### src/rtl/ksa_if.sv
// s_mem access and start/done handshake bundle shared by the RC4 key-scheduling engine.
// The engine takes the slave side; the top-level mux/controller takes the master side.
interface ksa_if;
    logic        en;
    logic        rdy;
    logic [23:0] key;
    logic [7:0]  addr;
    logic [7:0]  rddata;
    logic [7:0]  wrdata;
    logic        wren;

    modport slave  (input  en, key, rddata, output rdy, addr, wrdata, wren);
    modport master (output en, key, rddata, input  rdy, addr, wrdata, wren);
endinterface

### src/rtl/ksa.sv
// RC4 key-scheduling engine: one read-read-write-write swap of S[i]/S[j] per 6-cycle
// iteration over the single-port s_mem, i = 0..255.
module ksa (
    input  logic  clk,
    input  logic  rst_n,
    ksa_if.slave  bus
);
    typedef enum logic [2:0] {IDLE, RD_I, LD_I, RD_J, LD_J, WR_I, WR_J} state_t;

    state_t      state, state_nx;
    logic [7:0]  i, j, si, sj;
    logic [23:0] key_q;
    logic [1:0]  imod3;
    logic [7:0]  kb;

    always_ff @(posedge clk or negedge rst_n) begin
        if (!rst_n) state <= IDLE;
        else        state <= state_nx;
    end

    // Outputs decode from state and registers only, so none of them sees en/rddata.
    always_comb begin
        state_nx   = state;
        bus.rdy    = 1'b0;
        bus.wren   = 1'b0;
        bus.addr   = 8'd0;
        bus.wrdata = 8'd0;
        case (state)
            IDLE: begin
                bus.rdy = 1'b1;
                if (bus.en) state_nx = RD_I;
            end
            RD_I: begin
                bus.addr = i;
                state_nx = LD_I;
            end
            LD_I: state_nx = RD_J;
            RD_J: begin
                bus.addr = j;
                state_nx = LD_J;
            end
            LD_J: state_nx = WR_I;
            WR_I: begin
                bus.addr   = i;
                bus.wrdata = sj;
                bus.wren   = 1'b1;
                state_nx   = WR_J;
            end
            WR_J: begin
                bus.addr   = j;
                bus.wrdata = si;
                bus.wren   = 1'b1;
                state_nx   = (i == 8'hFF) ? IDLE : RD_I;
            end
            default: state_nx = IDLE;
        endcase
    end

    always_comb begin
        case (imod3)
            2'd0:    kb = key_q[23:16];
            2'd1:    kb = key_q[15:8];
            default: kb = key_q[7:0];
        endcase
    end

    // imod3 tracks i mod 3 incrementally to avoid a divider.
    always_ff @(posedge clk or negedge rst_n) begin
        if (!rst_n) begin
            i     <= 8'd0;
            j     <= 8'd0;
            si    <= 8'd0;
            sj    <= 8'd0;
            key_q <= 24'd0;
            imod3 <= 2'd0;
        end else begin
            case (state)
                IDLE: if (bus.en) begin
                    key_q <= bus.key;
                    i     <= 8'd0;
                    j     <= 8'd0;
                    imod3 <= 2'd0;
                end
                LD_I: begin
                    si <= bus.rddata;
                    j  <= j + bus.rddata + kb;
                end
                LD_J: sj <= bus.rddata;
                WR_J: if (i != 8'hFF) begin
                    i     <= i + 8'd1;
                    imod3 <= (imod3 == 2'd2) ? 2'd0 : imod3 + 2'd1;
                end
                default: ;
            endcase
        end
    end
endmodule

### src/flat_wrapper.sv
// flat-port wrapper written by rule: the top's interface ports become plain ports
module ksa_flat 
  (clk, rst_n, bus_en, bus_key, bus_rddata, bus_rdy, bus_addr, bus_wrdata, bus_wren);
  ksa_if bus_i ();
  input  logic clk;
  input  logic rst_n;
  input wire logic [$bits(bus_i.en)-1:0] bus_en;
  input wire logic [$bits(bus_i.key)-1:0] bus_key;
  input wire logic [$bits(bus_i.rddata)-1:0] bus_rddata;
  output wire logic [$bits(bus_i.rdy)-1:0] bus_rdy;
  output wire logic [$bits(bus_i.addr)-1:0] bus_addr;
  output wire logic [$bits(bus_i.wrdata)-1:0] bus_wrdata;
  output wire logic [$bits(bus_i.wren)-1:0] bus_wren;
  assign bus_i.en = bus_en;
  assign bus_i.key = bus_key;
  assign bus_i.rddata = bus_rddata;
  assign bus_rdy = bus_i.rdy;
  assign bus_addr = bus_i.addr;
  assign bus_wrdata = bus_i.wrdata;
  assign bus_wren = bus_i.wren;
  ksa u_core (.clk(clk), .rst_n(rst_n), .bus(bus_i));
endmodule
### config.mk
export PLATFORM = sky130hd
export DESIGN_NAME = ksa_flat
export DESIGN_NICKNAME = d
export VERILOG_FILES = /design/src/rtl/ksa_if.sv /design/src/rtl/ksa.sv /design/src/flat_wrapper.sv
export SDC_FILE = /design/constraint.sdc
export NUM_CORES = 1
export LEC_CHECK = 0
export ABC_CLOCK_PERIOD_IN_PS = 4400
export CORE_MARGIN = 2
export CORE_UTILIZATION = 30
export DETAILED_ROUTE_END_ITERATION = 12
export GPL_ROUTABILITY_DRIVEN = 0
export PLACE_DENSITY_LB_ADDON = 0.15
export SYNTH_ARGS = -nofsm -noshare
export SYNTH_HDL_FRONTEND = slang
export SYNTH_SLANG_ARGS = --single-unit
### constraint.sdc
create_clock -name clk -period 4.4 [get_ports clk]
set_clock_uncertainty 0.15 [all_clocks]
set_input_delay 0.66 -clock clk [delete_from_list [all_inputs] [get_ports clk]]
set_output_delay 0.66 -clock clk [all_outputs]
set_load 0.01 [all_outputs]
==> reports/summary.txt, run 1 <==
Syn_area_per_cell = 9.041 sq um
Actual slew at the worst max-slew pin = 0.8867 ns
CTS Hold Bufs = 0
Total track usage = 13.55%
I/O Pins = 53
Number of diodes = 0
CTS root buf = clkbuf_8
Post-Syn Area = 3318 sq um
Crit path arrival time = 2.52 ns
Most frequent cells in the layout = nand2_1, dfrtp_1, clkdlybuf4s50_1
Crit Path Max Fanout = 10
Vias per inst = 4.701
Fin cells = 558
Synth Area in XOR/XNOR = 2.903%
Reg2Reg Setup Slack = 1.18 ns
Clk pwr share = 15.1%
Setup TNS = 0 ns
Combinational share of power = 50.6%
Post-Synth Simple-Gate Area = 20.51%
P_sw = 1.249 mW
Yosys warnings = 0
# fillers = 1090
PwrDens = 717.8 nW/um^2
Max Slew Vio Count = 0
GRT Residual Overflow = 0
Detailed Route Iter0 Violations = 69
Final Cycle Share = 75.60%
Post-synthesis compound-gate area fraction = 11.24%
Hold Vio Cnt, Final = 0
Flop pwr share = 34.3%
Post-CTS sizing = 0
Syn_nets = 417
Largest net degree at the start of global routing = 38
Cell Int Power = 1.712 mW
Largest family of logic cells by synthesized area = simple AND/OR/NAND/NOR gates
Final nets = 463
Reg clk slew, reported paths = 0.08 ns
Synth Instances = 367
Post CTS Setup Buffer Count = 0
Initial antenna violation count = 0
Sequential fraction of the synthesis area = 46.00%
Clock sinks = 61
DR vias = 2623
Die Span Y = 109.2 um
TritonRoute pass-1 iters = 5
# rows = 38
Synth Area in Adders = 7.466%
Worst IR drop on VDD = 0.2168 mV
Global-route wire length before repair = 12.36 mm
Die ar. = 11920 sq um
Worst setup margin = 1.074 ns
Vias in the first global route = 2567
Clock buffer depth = 2
Number of synthesized register bits = 61
Mux contribution to synthesized area = 5.769%
Antenna viol nets, final = 0
Normalized max-slew margin = 40.89%
Maximum clock frequency = 300.6 MHz
Period minus WS final = 3.326 ns
Count of flip-flops with a built-in enable after synthesis = 0
Worst setup EP type = primary output
PortBufs = 52
Number of buffers created by CTS = 9
Die width = 109.2 um
WL/cell = 13.67 um
Post-synth top area share = 46.00%
CTS tree = built
FFs w/ async S/R, synth = 100.0%
Setup WS pre-CTS = 1.122 ns
Initial Utilization = 30.74%
Top post-synthesis cells by area = dfrtp_1, nand2_1, fa_1, inv_1, o21ai_0
Commonest non-fill, non-tap cell in the layout = nand2_1
Critical Path RT = 3.59 ns
Netlist cell types = 36
HPWL Detailed = 5.564 mm
Outcome = completed
Core ar. = 10790 sq um
Share of layout cells above drive strength 1 = 8.373%
Startpoint Class = register
Clk_lat worst skew = 0.34 ns
Crit path kind = reg -> out
Hold Path Class = in -> async
Leak = 1.913 nW
P&R area growth vs syn = 24.32%
Residual DRC = 0
Area of the multi-input gates = 1589 sq um
WL final = 7.626 mm
Switching share of power = 42.17%
Placed Instances = 542
Final setup fails = 0
Total area of sequential cells = 1526 sq um
Unrepaired setup endpoints after global routing = false
Max Cap Viol = 0
Yosys top cell by area = dfrtp_1
Top FF cell, synth = dfrtp_1
H-tree depth = 3
==> path summary, 6_finish.rpt <==
path,from,to,cells after the start
setup / recovery,u_core.state[0],bus_wrdata[1],5
hold / removal,rst_n,u_core.key_q[15],1
setup reg to reg,u_core.imod3[0],u_core.j[7],13
hold reg to reg,u_core.key_q[1],u_core.key_q[1],2
max in group asynchronous,rst_n,u_core.key_q[4],2
min in group clk,u_core.key_q[1],u_core.key_q[1],2
==> layout make-up <==
class	count	share of cell area, %
tap	140	4.246
clock inverter	7	1.274
inverter	28	2.548
multi-input combinational	256	38.52
sequential	61	37.00
clock buffer	9	3.003
timing repair buffer	57	13.41
==> Yosys cell counts (2+ instances only) <==
| master | instances |
|---|---|
| nand2_1 | 95 |
| dfrtp_1 | 61 |
| inv_1 | 28 |
| o21ai_0 | 21 |
| nor2_1 | 18 |
| nand3_1 | 13 |
| clkbuf_1 | 11 |
| a21oi_1 | 10 |
| nor2b_1 | 10 |
| buf_2 | 9 |
| mux2_2 | 9 |
| mux2i_1 | 9 |
| a22oi_1 | 8 |
| fa_1 | 8 |
| a22o_1 | 7 |
| ha_1 | 7 |
| xnor2_1 | 6 |
| nand2b_1 | 5 |
| xor2_1 | 5 |
| and3_1 | 4 |
| a31oi_1 | 3 |
| o21a_1 | 3 |
| a21o_1 | 2 |
| and2_1 | 2 |
| o31ai_1 | 2 |
==> critical path, stage by stage (launching register included) <==
cell and delay [ns]:
dfrtp_1 0.54, nor2b_1 0.56, buf_4 0.30, a22oi_1 0.12
nor2b_1 0.13, clkdlybuf4s50_1 0.54
==> sequential cells by signal (all words and copies together), names as in the netlist <==
register / flops
u_core.state: 3
u_core.j: 8
u_core.key_q: 24
u_core.sj: 8
u_core.i: 8
u_core.si: 8
u_core.imod3: 2
==> stage by stage <==
stage               power, mW  util [%]  cell area (sq um)  hold WS (ns)
global placement        2.513     36.59               3949        0.3107
detailed placement      2.533     36.59               3949        0.3171
CTS                     2.998     38.22               4125        0.3032
global route            3.247     38.22               4125        0.3541
floorplan               2.107         -               3318        0.2144
finish                  2.961     38.22               4125        0.2916
==> logic make-up after synthesis <==
| family | count (synthesis) |
|---|---|
| and+or+nand+nor | 154 |
| adders and majority gates | 15 |
| buffers and inverters | 50 |
| AOI/OAI and AO/OA | 58 |
| DFF | 61 |
| xor gates and xnor gates | 11 |
| muxes | 18 |
==> power by group through the flow <==
stage                     registers, mW  logic [mW]  clock network (mW)
after floorplan                   0.900        1.21                   0
after global placement             1.02        1.49                   0
after detailed placement           1.02        1.51                   0
after CTS                          1.01        1.52               0.461
after global routing               1.05        1.71               0.487
final                              1.02        1.50               0.447
==> routing by layer <==
| layer | global-route usage, % | share of wire (%) |
|---|---|---|
| met5 | 0 | 0 |
| met4 | 4.340 | 0.79 |
| met1 | 18.18 | 47 |
| met3 | 2.929 | 4.0 |
| met2 | 21.83 | 48 |
Note: power is estimated with default switching activity, not from simulation.
==> run 2: changes to the inputs <==
--- a/config.mk
+++ b/config.mk
@@ -5,7 +5,7 @@
 export SDC_FILE = /design/constraint.sdc
 export NUM_CORES = 1
 export LEC_CHECK = 0
-export ABC_CLOCK_PERIOD_IN_PS = 4400
+export ABC_CLOCK_PERIOD_IN_PS = 3400
 export CORE_MARGIN = 2
 export CORE_UTILIZATION = 30
 export DETAILED_ROUTE_END_ITERATION = 12
==> constraint.sdc (replaced) <==
create_clock -name clk -period 3.4 [get_ports clk]
set_clock_uncertainty 0.15 [all_clocks]
set_input_delay 0.51 -clock clk [delete_from_list [all_inputs] [get_ports clk]]
set_output_delay 0.51 -clock clk [all_outputs]
set_load 0.01 [all_outputs]
==> run 2 against run 1 <==
  * The run now ends with negative hold slack left
  * Die area unchanged
  * Worst hold slack worse by 0.30 ns
  * Routed wire length about the same
  * Sequential power up 25%
  * Core utilization up 0.31 points
  * Sequential cell count unchanged
  * Critical endpoint is now u_core.j[7]
  * Highest routed layer unchanged
==> reports/summary.txt, run 2 (synthesis gave the netlist of run 1 again) <==
Maximum clock frequency = 334.4 MHz
Die Span Y = 109.2 um
Initial Utilization = 30.74%
Final Cycle Share = 87.95%
PwrDens = 931.9 nW/um^2
Crit Path Max Fanout = 4
Largest net degree at the start of global routing = 31
Clk pwr share = 15.7%
Top reg by flops = u_core.key_q
Outcome = finished, violations left
WP buf/inv = 2
Global-route wire length before repair = 12.87 mm
Residual DRC = 0
Initial antenna violation count = 0
Antenna viol nets, final = 0
Max Slew Vio Count = 0
Crit path kind = reg -> reg
Min Hold Slack = -0.005258 ns
Worst path max stage delay = 0.44 ns
Reg2Reg Setup Slack = 0.41 ns
Post CTS Setup Buffer Count = 0
Max Cap Viol = 0
Clock sinks = 61
Crit-path cells = mux2i_1 -> nor2_1 -> a21oi_1 -> fa_1 -> inv_1 -> ha_1 -> inv_1 -> fa_1 -> nor2b_1 -> o31ai_1 -> a21oi_1 -> xnor2_1 -> o21ai_0
# fillers = 1117
# rows = 38
Unrepaired setup endpoints after global routing = false
Worst IR drop on VDD = 0.3395 mV
Combinational share of power = 51.5%
Hold Vio Cnt, Final = 4
Max FFs per register = 24
Crit path arrival time = 3.03 ns
Final Util = 38.53%
WL/cell = 13.58 um
Setup TNS = 0 ns
Cell area after layout = 4159 sq um
Die ar. = 11920 sq um
P_sw = 1.580 mW
Leak = 1.937 nW
Delay-heaviest family, CP = adder cells
P&R area growth vs syn = 25.34%
Total area of sequential cells = 1526 sq um
PortBufs = 52
DR vias = 2589
Vias in the first global route = 2611
CTS root buf = clkbuf_8
Power, Total = 3.876 mW
HPWL Detailed = 5.693 mm
H-tree depth = 3
Clk_lat worst skew = 0.34 ns
Reg2reg start = u_core.imod3[0]
I/O Pins = 53
Startpoint Class = register
Placed Instance Area = 3979 sq um
Switching share of power = 40.77%
Share of layout cells above drive strength 1 = 8.789%
CTS Hold Bufs = 0
CP max-delay cell = dfrtp_1
Hold Path Class = in -> async
Period minus WS final = 2.990 ns
Clock buffer depth = 2
Critical Path RT = 3.44 ns
Commonest non-fill, non-tap cell in the layout = nand2_1
Vias per inst = 4.615
Actual slew at the worst max-slew pin = 0.6912 ns
Worst setup EP type = register
Reg clk slew, reported paths = 0.07 ns
Violated checks = negative hold slack
TritonRoute pass-1 iters = 4
Most frequent cells in the layout = nand2_1, dfrtp_1, clkdlybuf4s50_1
Final setup fails = 0
Number of buffers created by CTS = 9
GRT Residual Overflow = 0
Depth of the most critical reg-to-reg path = 13
Final nets = 467
WL final = 7.620 mm
Die width = 109.2 um
Core ar. = 10790 sq um
Number of diodes = 0
Detailed Route Iter0 Violations = 98
Flop pwr share = 32.8%
CTS tree = built
Post-CTS sizing = 0
Reg-to-Reg End = u_core.j[7]
Normalized max-slew margin = 53.81%
Cell Int Power = 2.296 mW
Area of the multi-input gates = 1589 sq um
Total track usage = 14.41%
==> run 2: changes by cell type in the layout (fill, tap and decap cells not counted) <==
cell	before	now
clkinv_4	4	0
clkinv_2	2	3
clkbuf_1	0	1
buf_4	5	9
bufinv_16	0	1
==> run 2: worst max-delay path by stage <==
stage	startpoint	end	slack, ns	depth (start not counted)
detailed placement	bus_rddata[1]	u_core.j[7]	0.21	12
finish	u_core.imod3[0]	u_core.j[7]	0.41	13
floorplan	u_core.imod3[1]	u_core.j[7]	0.52	13
global placement	bus_rddata[1]	u_core.j[7]	0.28	12
global route	u_core.imod3[0]	u_core.j[7]	0.18	13
CTS	u_core.imod3[0]	u_core.j[7]	0.38	13
==> run 2: final cells by class <==
cell class	instances	area share [%]
repair buffers	61	14.02
inverters	28	2.527
clock inverters	5	1.264
well taps	140	4.212
flip-flops and latches	61	36.70
clock buffers	10	3.069
multi-input cells	256	38.21
==> run 2: metrics by stage <==
stage,hold WS (ns),cells,setup slack (ns)
after floorplan,0.06441,367,0.5242
after global placement,0.3116,546,0.2776
after detailed placement,0.3123,546,0.2128
after CTS,0.002639,561,0.3796
after global routing,0.02244,561,0.1821
final,-0.005258,561,0.4096
==> run 2: metal layers <==
layer / share of wire (%) / vias up / wire length, um / global-route usage, %
met5: 0 / - / 0 / 0
met4: 1.9 / 0 / 145 / 6.239
met3: 4.3 / 8 / 330 / 3.228
met2: 47 / 47 / 3605 / 22.85
met1: 46 / 1237 / 3539 / 18.90
li1: - / 1297 / - / -
==> run 2: power by group through the flow <==
stage          clock network [mW]  logic (mW)  registers [mW]
2_1_floorplan                   0        1.56            1.17
3_3_place_gp                    0        2.00            1.28
3_5_place_dp                    0        2.02            1.28
4_1_cts                     0.636        2.03            1.27
5_1_grt                     0.667        2.30            1.31
6_report                    0.610        1.99            1.27
